[config.mk]
export PLATFORM = sky130hd
export DESIGN_NAME = loop_mem_sequencer
export DESIGN_NICKNAME = d
export VERILOG_FILES = /design/src/rtl/loop_mem_sequencer.sv
export SDC_FILE = /design/constraint.sdc
export NUM_CORES = 1
export LEC_CHECK = 0
export BUFFER_PORTS_ARGS = -buffer_cell sky130_fd_sc_hd__buf_2
export CELL_PAD_IN_SITES_DETAIL_PLACEMENT = 1
export CELL_PAD_IN_SITES_GLOBAL_PLACEMENT = 2
export CORE_MARGIN = 1
export CORE_UTILIZATION = 34
export CTS_BUF_LIST = sky130_fd_sc_hd__clkbuf_4
export DETAILED_ROUTE_END_ITERATION = 10
export GPL_ROUTABILITY_DRIVEN = 0
export GPL_TIMING_DRIVEN = 0
export PLACE_DENSITY = 0.85
export SLEW_MARGIN = 20
export SYNTH_ARGS = -nofsm -noshare
export SYNTH_HDL_FRONTEND = slang
export SYNTH_SLANG_ARGS = --single-unit
[constraint.sdc]
create_clock -name clk_100MHz -period 3.4 [get_ports clk_100MHz]
set_clock_uncertainty 0.15 [all_clocks]
set_input_delay 0.85 -clock clk_100MHz [delete_from_list [all_inputs] [get_ports clk_100MHz]]
set_output_delay 0.85 -clock clk_100MHz [all_outputs]
set_load 0.03 [all_outputs]
[src/rtl/loop_mem_sequencer.sv]
// loop_mem_sequencer: per-frame SRAM bank sweep with background zero-fill and overrun flag.
// Define READ_TIMEOUT_EN to abandon stalled reads and expose a sticky rd_timeout output.
module loop_mem_sequencer #(
  parameter int NUM_BANKS  = 16,
  parameter int ADDR_W     = 22,
  parameter int WR_CYCLES  = 62,
  parameter int RD_TIMEOUT = 255,
  localparam int BANK_W    = $clog2(NUM_BANKS)
) (
  input  logic                 clk_100MHz,
  input  logic                 rst,
  input  logic                 pulse,
  input  logic [NUM_BANKS-1:0] playing,
  input  logic [NUM_BANKS-1:0] recording,
  input  logic                 rd_valid,
  input  logic                 clr_req,
  input  logic [BANK_W-1:0]    clr_bank,
  input  logic [ADDR_W-1:0]    max_block,
  output logic                 clr_done,
  output logic                 ram_ce_n,
  output logic                 ram_oe_n,
  output logic                 ram_we_n,
  output logic                 write_zero,
  output logic                 get_data,
  output logic                 data_ready,
  output logic                 mix_data,
  output logic                 overrun,
  output logic [ADDR_W-1:0]    block_addr,
  output logic [ADDR_W-1:0]    mem_block_addr,
  output logic [BANK_W-1:0]    mem_bank
`ifdef READ_TIMEOUT_EN
  ,
  output logic                 rd_timeout
`endif
);
  localparam int CNT_MAX = WR_CYCLES > RD_TIMEOUT ? WR_CYCLES : RD_TIMEOUT;
  localparam int CNT_W = $clog2(CNT_MAX + 1);
  typedef enum logic [3:0] {IDLE, SLOT, WR, RD, DONE, MIX, CLR_SET, CLR_WR, CLR_INC} state_t;
  state_t state;
  logic [CNT_W-1:0] cnt;
  logic [ADDR_W-1:0] clr_addr, clr_limit;
  logic clr_act, pend;
  assign mem_block_addr = write_zero ? clr_addr : block_addr;
  always_ff @(posedge clk_100MHz) begin
    if (rst) begin
      state <= IDLE;
      cnt <= '0;
      clr_addr <= '0;
      clr_limit <= '0;
      clr_act <= 1'b0;
      pend <= 1'b0;
      clr_done <= 1'b0;
      ram_ce_n <= 1'b1;
      ram_oe_n <= 1'b1;
      ram_we_n <= 1'b1;
      write_zero <= 1'b0;
      get_data <= 1'b0;
      data_ready <= 1'b0;
      mix_data <= 1'b0;
      overrun <= 1'b0;
      block_addr <= '0;
      mem_bank <= '0;
`ifdef READ_TIMEOUT_EN
      rd_timeout <= 1'b0;
`endif
    end else begin
      get_data <= 1'b0;
      data_ready <= 1'b0;
      mix_data <= 1'b0;
      clr_done <= 1'b0;
      overrun <= pulse && !(state inside {IDLE, CLR_SET, CLR_WR, CLR_INC});
      case (state)
        IDLE: begin
          mem_bank <= '0;
          cnt <= '0;
          pend <= 1'b0;
          if (pulse) state <= SLOT;
          else if (clr_req) begin
            mem_bank <= clr_bank;
            write_zero <= clr_act;
            state <= clr_act ? CLR_WR : CLR_SET;
          end else begin
            // a paused clear whose request went away is forgotten
            clr_act <= 1'b0;
            clr_addr <= '0;
            clr_limit <= '0;
          end
        end
        SLOT: begin
          cnt <= '0;
          if (recording[mem_bank]) begin
            get_data <= 1'b1;
            ram_ce_n <= 1'b0;
            ram_oe_n <= 1'b1;
            state <= WR;
          end else if (playing[mem_bank]) begin
            ram_ce_n <= 1'b0;
            ram_oe_n <= 1'b0;
            state <= RD;
          end else begin
            data_ready <= 1'b1;
            state <= DONE;
          end
        end
        WR: begin
          if (cnt == CNT_W'(WR_CYCLES)) begin
            ram_ce_n <= 1'b1;
            ram_oe_n <= 1'b1;
            ram_we_n <= 1'b1;
            cnt <= '0;
            data_ready <= 1'b1;
            state <= DONE;
          end else begin
            ram_we_n <= 1'b0;
            cnt <= cnt + 1'b1;
          end
        end
        RD: begin
`ifdef READ_TIMEOUT_EN
          if (rd_valid || cnt == CNT_W'(RD_TIMEOUT - 1)) begin
            rd_timeout <= rd_timeout | !rd_valid;
`else
          if (rd_valid) begin
`endif
            ram_ce_n <= 1'b1;
            ram_oe_n <= 1'b1;
            cnt <= '0;
            data_ready <= 1'b1;
            state <= DONE;
          end else cnt <= cnt + 1'b1;
        end
        DONE: begin
          if (mem_bank == BANK_W'(NUM_BANKS - 1)) begin
            mix_data <= 1'b1;
            state <= MIX;
          end else begin
            mem_bank <= mem_bank + 1'b1;
            state <= SLOT;
          end
        end
        MIX: begin
          block_addr <= !(|(playing | recording)) ? '0 :
                        (max_block != '0 && block_addr >= max_block) ? '0 : block_addr + 1'b1;
          mem_bank <= '0;
          state <= IDLE;
        end
        CLR_SET: begin
          clr_limit <= max_block != '0 ? max_block : block_addr;
          clr_addr <= '0;
          clr_act <= 1'b1;
          write_zero <= 1'b1;
          mem_bank <= clr_bank;
          pend <= pend | pulse;
          cnt <= '0;
          state <= CLR_WR;
        end
        CLR_WR: begin
          pend <= pend | pulse;
          if (cnt == CNT_W'(WR_CYCLES)) begin
            ram_ce_n <= 1'b1;
            ram_we_n <= 1'b1;
            cnt <= '0;
            state <= CLR_INC;
          end else begin
            ram_ce_n <= 1'b0;
            ram_we_n <= 1'b0;
            cnt <= cnt + 1'b1;
          end
        end
        CLR_INC: begin
          pend <= 1'b0;
          if (clr_addr == clr_limit) begin
            clr_done <= 1'b1;
            write_zero <= 1'b0;
            clr_addr <= '0;
            clr_limit <= '0;
            clr_act <= 1'b0;
            mem_bank <= '0;
            state <= (pend | pulse) ? SLOT : IDLE;
          end else begin
            clr_addr <= clr_addr + 1'b1;
            // a frame tick parks the clear; clr_addr is kept for the resume
            if (pend | pulse) begin
              write_zero <= 1'b0;
              mem_bank <= '0;
              state <= SLOT;
            end else state <= CLR_WR;
          end
        end
        default: state <= IDLE;
      endcase
    end
  end
endmodule

* Yosys cells after proc, flatten, opt, wreduce, memory -nomap -nowiden *
Index checks and enable logic that the tools add are counted.

operators by class
  shift-type cells = 0
  bitwise operators = 5
  $add $sub $neg = 4
  equal/unequal tests = 22
  div/mod/pow operators = 0
  reductions and logical operators = 27
  magnitude comparators = 2
  muxes and demuxes = 61
  $mul = 0

operators with widths
  cell                   number
  $mux 22                8
  $pmux 22 s3            2
  $add 22x1->22 const B  2
  $mux 4                 10
  $pmux 4 s8             1
  $pmux 8 s3             1
  $mux 1                 23
  $eq 22x22->1           1
  $ge 22x22->1           1
  $reduce_bool 22->1     1
  $pmux 4 s5             1
  $reduce_and 4->1       5
  $eq 4x3->1 const B     4
  $mux 8                 2
  $or 16x16->16          1
  $reduce_or 16->1       1
  $mux 3                 5
  $ne 2x2->1 const B     6
  $pmux 1 s3             4
  $reduce_or 2->1        6
  $reduce_bool 3->1      3
  $add 8x1->8 const B    1
  $bmux 1 s4             2
  $eq 4x2->1 const B     2
  20 further kinds       28

storage, ports and cells
  output and inout bits = 57
  flip-flop bits (word level) = 93
  memory bits (read-only) = 0
  latch bits = 0
  logic and storage cells = 138
  RAM bits = 0
  memories = 0

* Logic depth before layout (Yosys ltp) *
  depth after elaboration = 5
  depth in mapped cells = 9
  mapped depth without buffers = 8

* Worst setup path before layout *
No wires, ideal clock.

  path type = input -> register
  start = in max_block[17]
  end = reg block_addr[17]
  stages = 9
  arrival = 2682 ps
  data required time = 3155 ps
  setup slack = 473 ps
  path through = inv_1 > ha_1 > and3_1 > a221o_1 > a221oi_1 > nor3b_1 > o21ai_1 > clkbuf_1 > a221oi_1

on the way
  word-level cells in the longest chain between the ends = 4
  elaborated cells on any way between the ends = 5

RTL lines
  element                                                    RTL line  text
  start, declared                                            18        input logic [ADDR_W-1:0] max_block,
  $ge 22x22->1 / $reduce_bool 22->1 (equally long branches)  143       (max_block != '0 && block_addr >= max_block) ? '0 : block_addr + 1'b1;
  $logic_and 1x1->1 *                                        143
  $mux 22 *                                                  143
  $mux 22 *                                                  142       block_addr <= !(|(playing | recording)) ? '0 :
  end signal, assigned                                       142
  end, declared                                              28        output logic [ADDR_W-1:0] block_addr,

Every way passes the cells marked *; elsewhere a longest branch is shown, timed or not.
A chain may end at the register's enable or synchronous reset.

* Worst setup path after layout *
  start = reg write_zero
  end = out mem_block_addr[20]

on the way
  word-level cells in the longest chain between the ends = 1

RTL lines
  element                 RTL line  text
  start, declared         23        output logic write_zero,
  start signal, assigned  80        write_zero <= clr_act;
  $mux 22                 43        assign mem_block_addr = write_zero ? clr_addr : block_addr;
  end, declared           29        output logic [ADDR_W-1:0] mem_block_addr,

No other way between the ends.

==> flow_summary.yaml <==
clocking:
  insertion_delay_ps: 510
  clockBufferDepth: 2
  cts_hold_buf: 0
  post_cts_buffers: 0
  cts-htree-levels: 3
  clk_pin_slew_worst_paths_ps: 180
  cts_tree: "done"
  cts_root_buf: "clkbuf_4"
  cts_buffers: 9
  clock_sinks: 93
route:
  vias_per_cell: 5.62
  drcViolationCount: 0
  drt_first_iter_violations: 354
  postRouteWirelength_mm: 21.1
  post_drt_wl_per_cell_microns: 19.5
  drtAntennaViolNets: 0
  drtPass1Iterations: 5
  num_vias: 6075
worst_setup_path:
  crit_arrival_ps: 2260
  cp_max_fo: 10
  path_buf_inv: 3
  crit_path_end_kind: "output pin"
  cp_slowest_stage_delay_ps: 430
  path_delay_family: "buffers and inverters"
  cp_slowest_cell: "dfxtp_1"
  crit_chain: "clkbuf_1 -> clkbuf_2 -> mux2_2 -> buf_2"
  required_ps: 2400
  cp-start-kind: "register"
  critical_path_class: "reg -> out"
die:
  core_sq_um: 17400
  die_area_sq_um: 18300
  pin_count: 120
  row_count: 48
  die_h_microns: 135
  fp.dieW_microns: 135
  start_util_pct: 34.8
synth:
  synth_top_area_cell: "dfxtp_1"
  netlist_top_cells_count: "dfxtp_1 (93), nor2_1 (66), nand2_1 (52), a21oi_1 (50), xnor2_1 (35)"
  synthTopCellsByArea: "dfxtp_1 (31%), ha_1 (5.6%), xnor2_1 (5.1%)"
  synthDistinctLibCells: 61
  avgSynthCellArea_sq_um: 8.38
  synth_edf_count: 0
  synth_area_sq_um: 6050
  synth.most_common_cell: "dfxtp_1"
  synth_flop_cell: "dfxtp_1"
  syn-instance-count: 722
  syn-num-nets: 812
  ys_seq_area_share_pct: 30.8
  synth_warnings: 0
  async_reset_ff_share_pct: 0
  ys_seq_elements: 93
  synth.top_cell.area_share_pct: 30.8
power:
  leakage_nw: 2.85
  p_per_area_nw_per_um2: 471
  clockPowerShare_pct: 21.9
  power_frac_comb_pct: 40.2
  seqPwrFrac_pct: 37.9
  power.switching_mw: 1.45
  peakVddDrop_v: 0.000295
  p_sw_share_pct: 43.5
  internal-power_mw: 1.89
  p_total_mw: 3.35
final_layout:
  drive_gt1_share_pct: 22.0
  antennaDiodeCount: 0
  syn_to_final_growth_pct: 17.4
  final_nets: 941
sta:
  rsz0062_at_grt: "no"
  fin_crit_sh_pct: 95.9
  setup_ws_ps: 138
  fmax_ghz: 0.307
  setup_viol: 0
  final-hold-violation-count: 0
  slew_viol_final: 0
  tightest_slew_ps: 1090
  slew_headroom_pct: 26.6
  fin_tns_setup_ps: 0
  period_minus_slack_ps: 3260
grt:
  grt_antenna_before_repair: 2
  top_usage_layer: "met2"
  use_met2_pct: 39.1
  grt_max_degree: 20
  grtUsageTotal_pct: 23.4
  gr-usage-met3_pct: 5.39
  grt_pass1_vias: 6034
  grtUsageMet1_pct: 31.2
  grt_pass1_wl_mm: 33.1
  grt_overflow: 0
run_status:
  run_status: "finished, final reports clean"
placement:
  portBuffers: 118
  hpwlAfterDp_mm: 16.4
  dp_slack_ps: -102
min_path:
  min_path_type: "reg -> reg"
flow_run:
  drv_cap: 0
-- worst reg2reg max path, delay by kind of cell, from the launching register on --
kind,cells,cell delay [ps]
AOI/OAI and AO/OA,5,1340
DFF,1,610
adders and majority gates,1,330
buffers and inverters,1,330
and+or+nand+nor,1,200
-- cells by family (layout without fill, tap and decap cells) --
| kind of cell | count (synthesis) | count (layout) | share of synthesized area, % |
|---|---|---|---|
| adder cells (fa/ha/maj) | 27 | 27 | 5.59 |
| multiplexers | 39 | 39 | 8.57 |
| AO/OA/AOI/OAI | 171 | 171 | 19.5 |
| XOR/XNOR | 64 | 64 | 9.27 |
| AND/OR/NAND/NOR | 251 | 251 | 21.1 |
| buffers and inverters | 77 | 211 | 5.19 |
| flip-flops | 93 | 93 | 30.8 |
-- power groups by stage --
stage,clock (mW),combinational (mW),sequential [mW]
finish,0.733,1.34,1.27
global route,0.790,1.47,1.28
CTS,0.751,1.34,1.27
detailed placement,0,1.33,1.29
global placement,0,1.32,1.29
floorplan,0,0.880,1.33
-- stage by stage --
| step | instances | area [sq um] | hold WS [ps] | util, % |
|---|---|---|---|---|
| after CTS | 1081 | 7090 | 346 | 40.8 |
| final | 1081 | 7100 | 346 | 40.9 |
| after global placement | 1065 | 6920 | 315 | 39.9 |
| after detailed placement | 1065 | 6920 | 319 | 39.9 |
| after floorplan | 722 | 6050 | 301 | - |
| after global routing | 1081 | 7100 | 358 | 40.9 |
-- repair_timing --
action,in CTS,in global routing
gates resized for setup,2,0
endpoints found under the setup margin,16,0
hold endpoints to repair,0,0
-- layout by cell type, fill, tap and decap left out, types with 5 or more instances in the layout --
| master | netlist | routed |
|---|---|---|
| inv_1 | 33 | 33 |
| clkbuf_4 | 0 | 9 |
| nand3_1 | 26 | 26 |
| nor3_1 | 12 | 12 |
| a21oi_1 | 50 | 50 |
| mux4_2 | 8 | 8 |
| nand4_1 | 28 | 28 |
| a211oi_1 | 6 | 6 |
| a31oi_1 | 7 | 7 |
| nor4_1 | 23 | 23 |
| xor2_1 | 29 | 29 |
| a21o_1 | 7 | 7 |
| o21ai_0 | 19 | 19 |
| o31ai_1 | 11 | 11 |
| buf_2 | 8 | 126 |
| nor2b_1 | 5 | 5 |
| o211ai_1 | 9 | 9 |
| mux2_2 | 22 | 22 |
| mux2i_1 | 9 | 9 |
| o2bb2ai_1 | 22 | 22 |
| nor2_1 | 66 | 66 |
| a22oi_1 | 5 | 5 |
| nand2_1 | 52 | 52 |
| ha_1 | 27 | 27 |
| clkbuf_1 | 33 | 31 |
| dfxtp_1 | 93 | 93 |
| and3_1 | 9 | 9 |
| xnor2_1 | 35 | 35 |
-- final cells by class --
class	count	area, sq um
sequential	93	1860
fill	2175	10300
inverter	33	124
buffer	44	193
clock buffer	9	67.6
multi-input combinational	552	3880
tap	225	282
timing repair buffer	118	591
clock inverter	7	97.6
-- flip-flops by register name, indices dropped and copies added, names as in the netlist, 4 cells and up --
register and count:
clr_limit 22, clr_addr 22, mem_bank 4, cnt 8, block_addr 22, state 4
-- per-layer routing --
metal | wire length [microns] | vias to the layer above
met4 | 71 | 4
met1 | 9860 | 2964
li1 | - | 2935
met3 | 1190 | 10
met5 | 23 | -
met2 | 9920 | 162
-- worst paths after layout --
| check | slack [ps] | to | from | depth (start not counted) |
|---|---|---|---|---|
| worst min register to register | 350 | clr_limit[18] | clr_limit[18] | 1 |
| worst max-delay path | 140 | mem_block_addr[20] | write_zero | 4 |
| worst min-delay path | 350 | clr_limit[18] | clr_limit[18] | 1 |
| worst max register to register | 380 | block_addr[17] | block_addr[15] | 8 |
(Power assumes the default switching activity.)
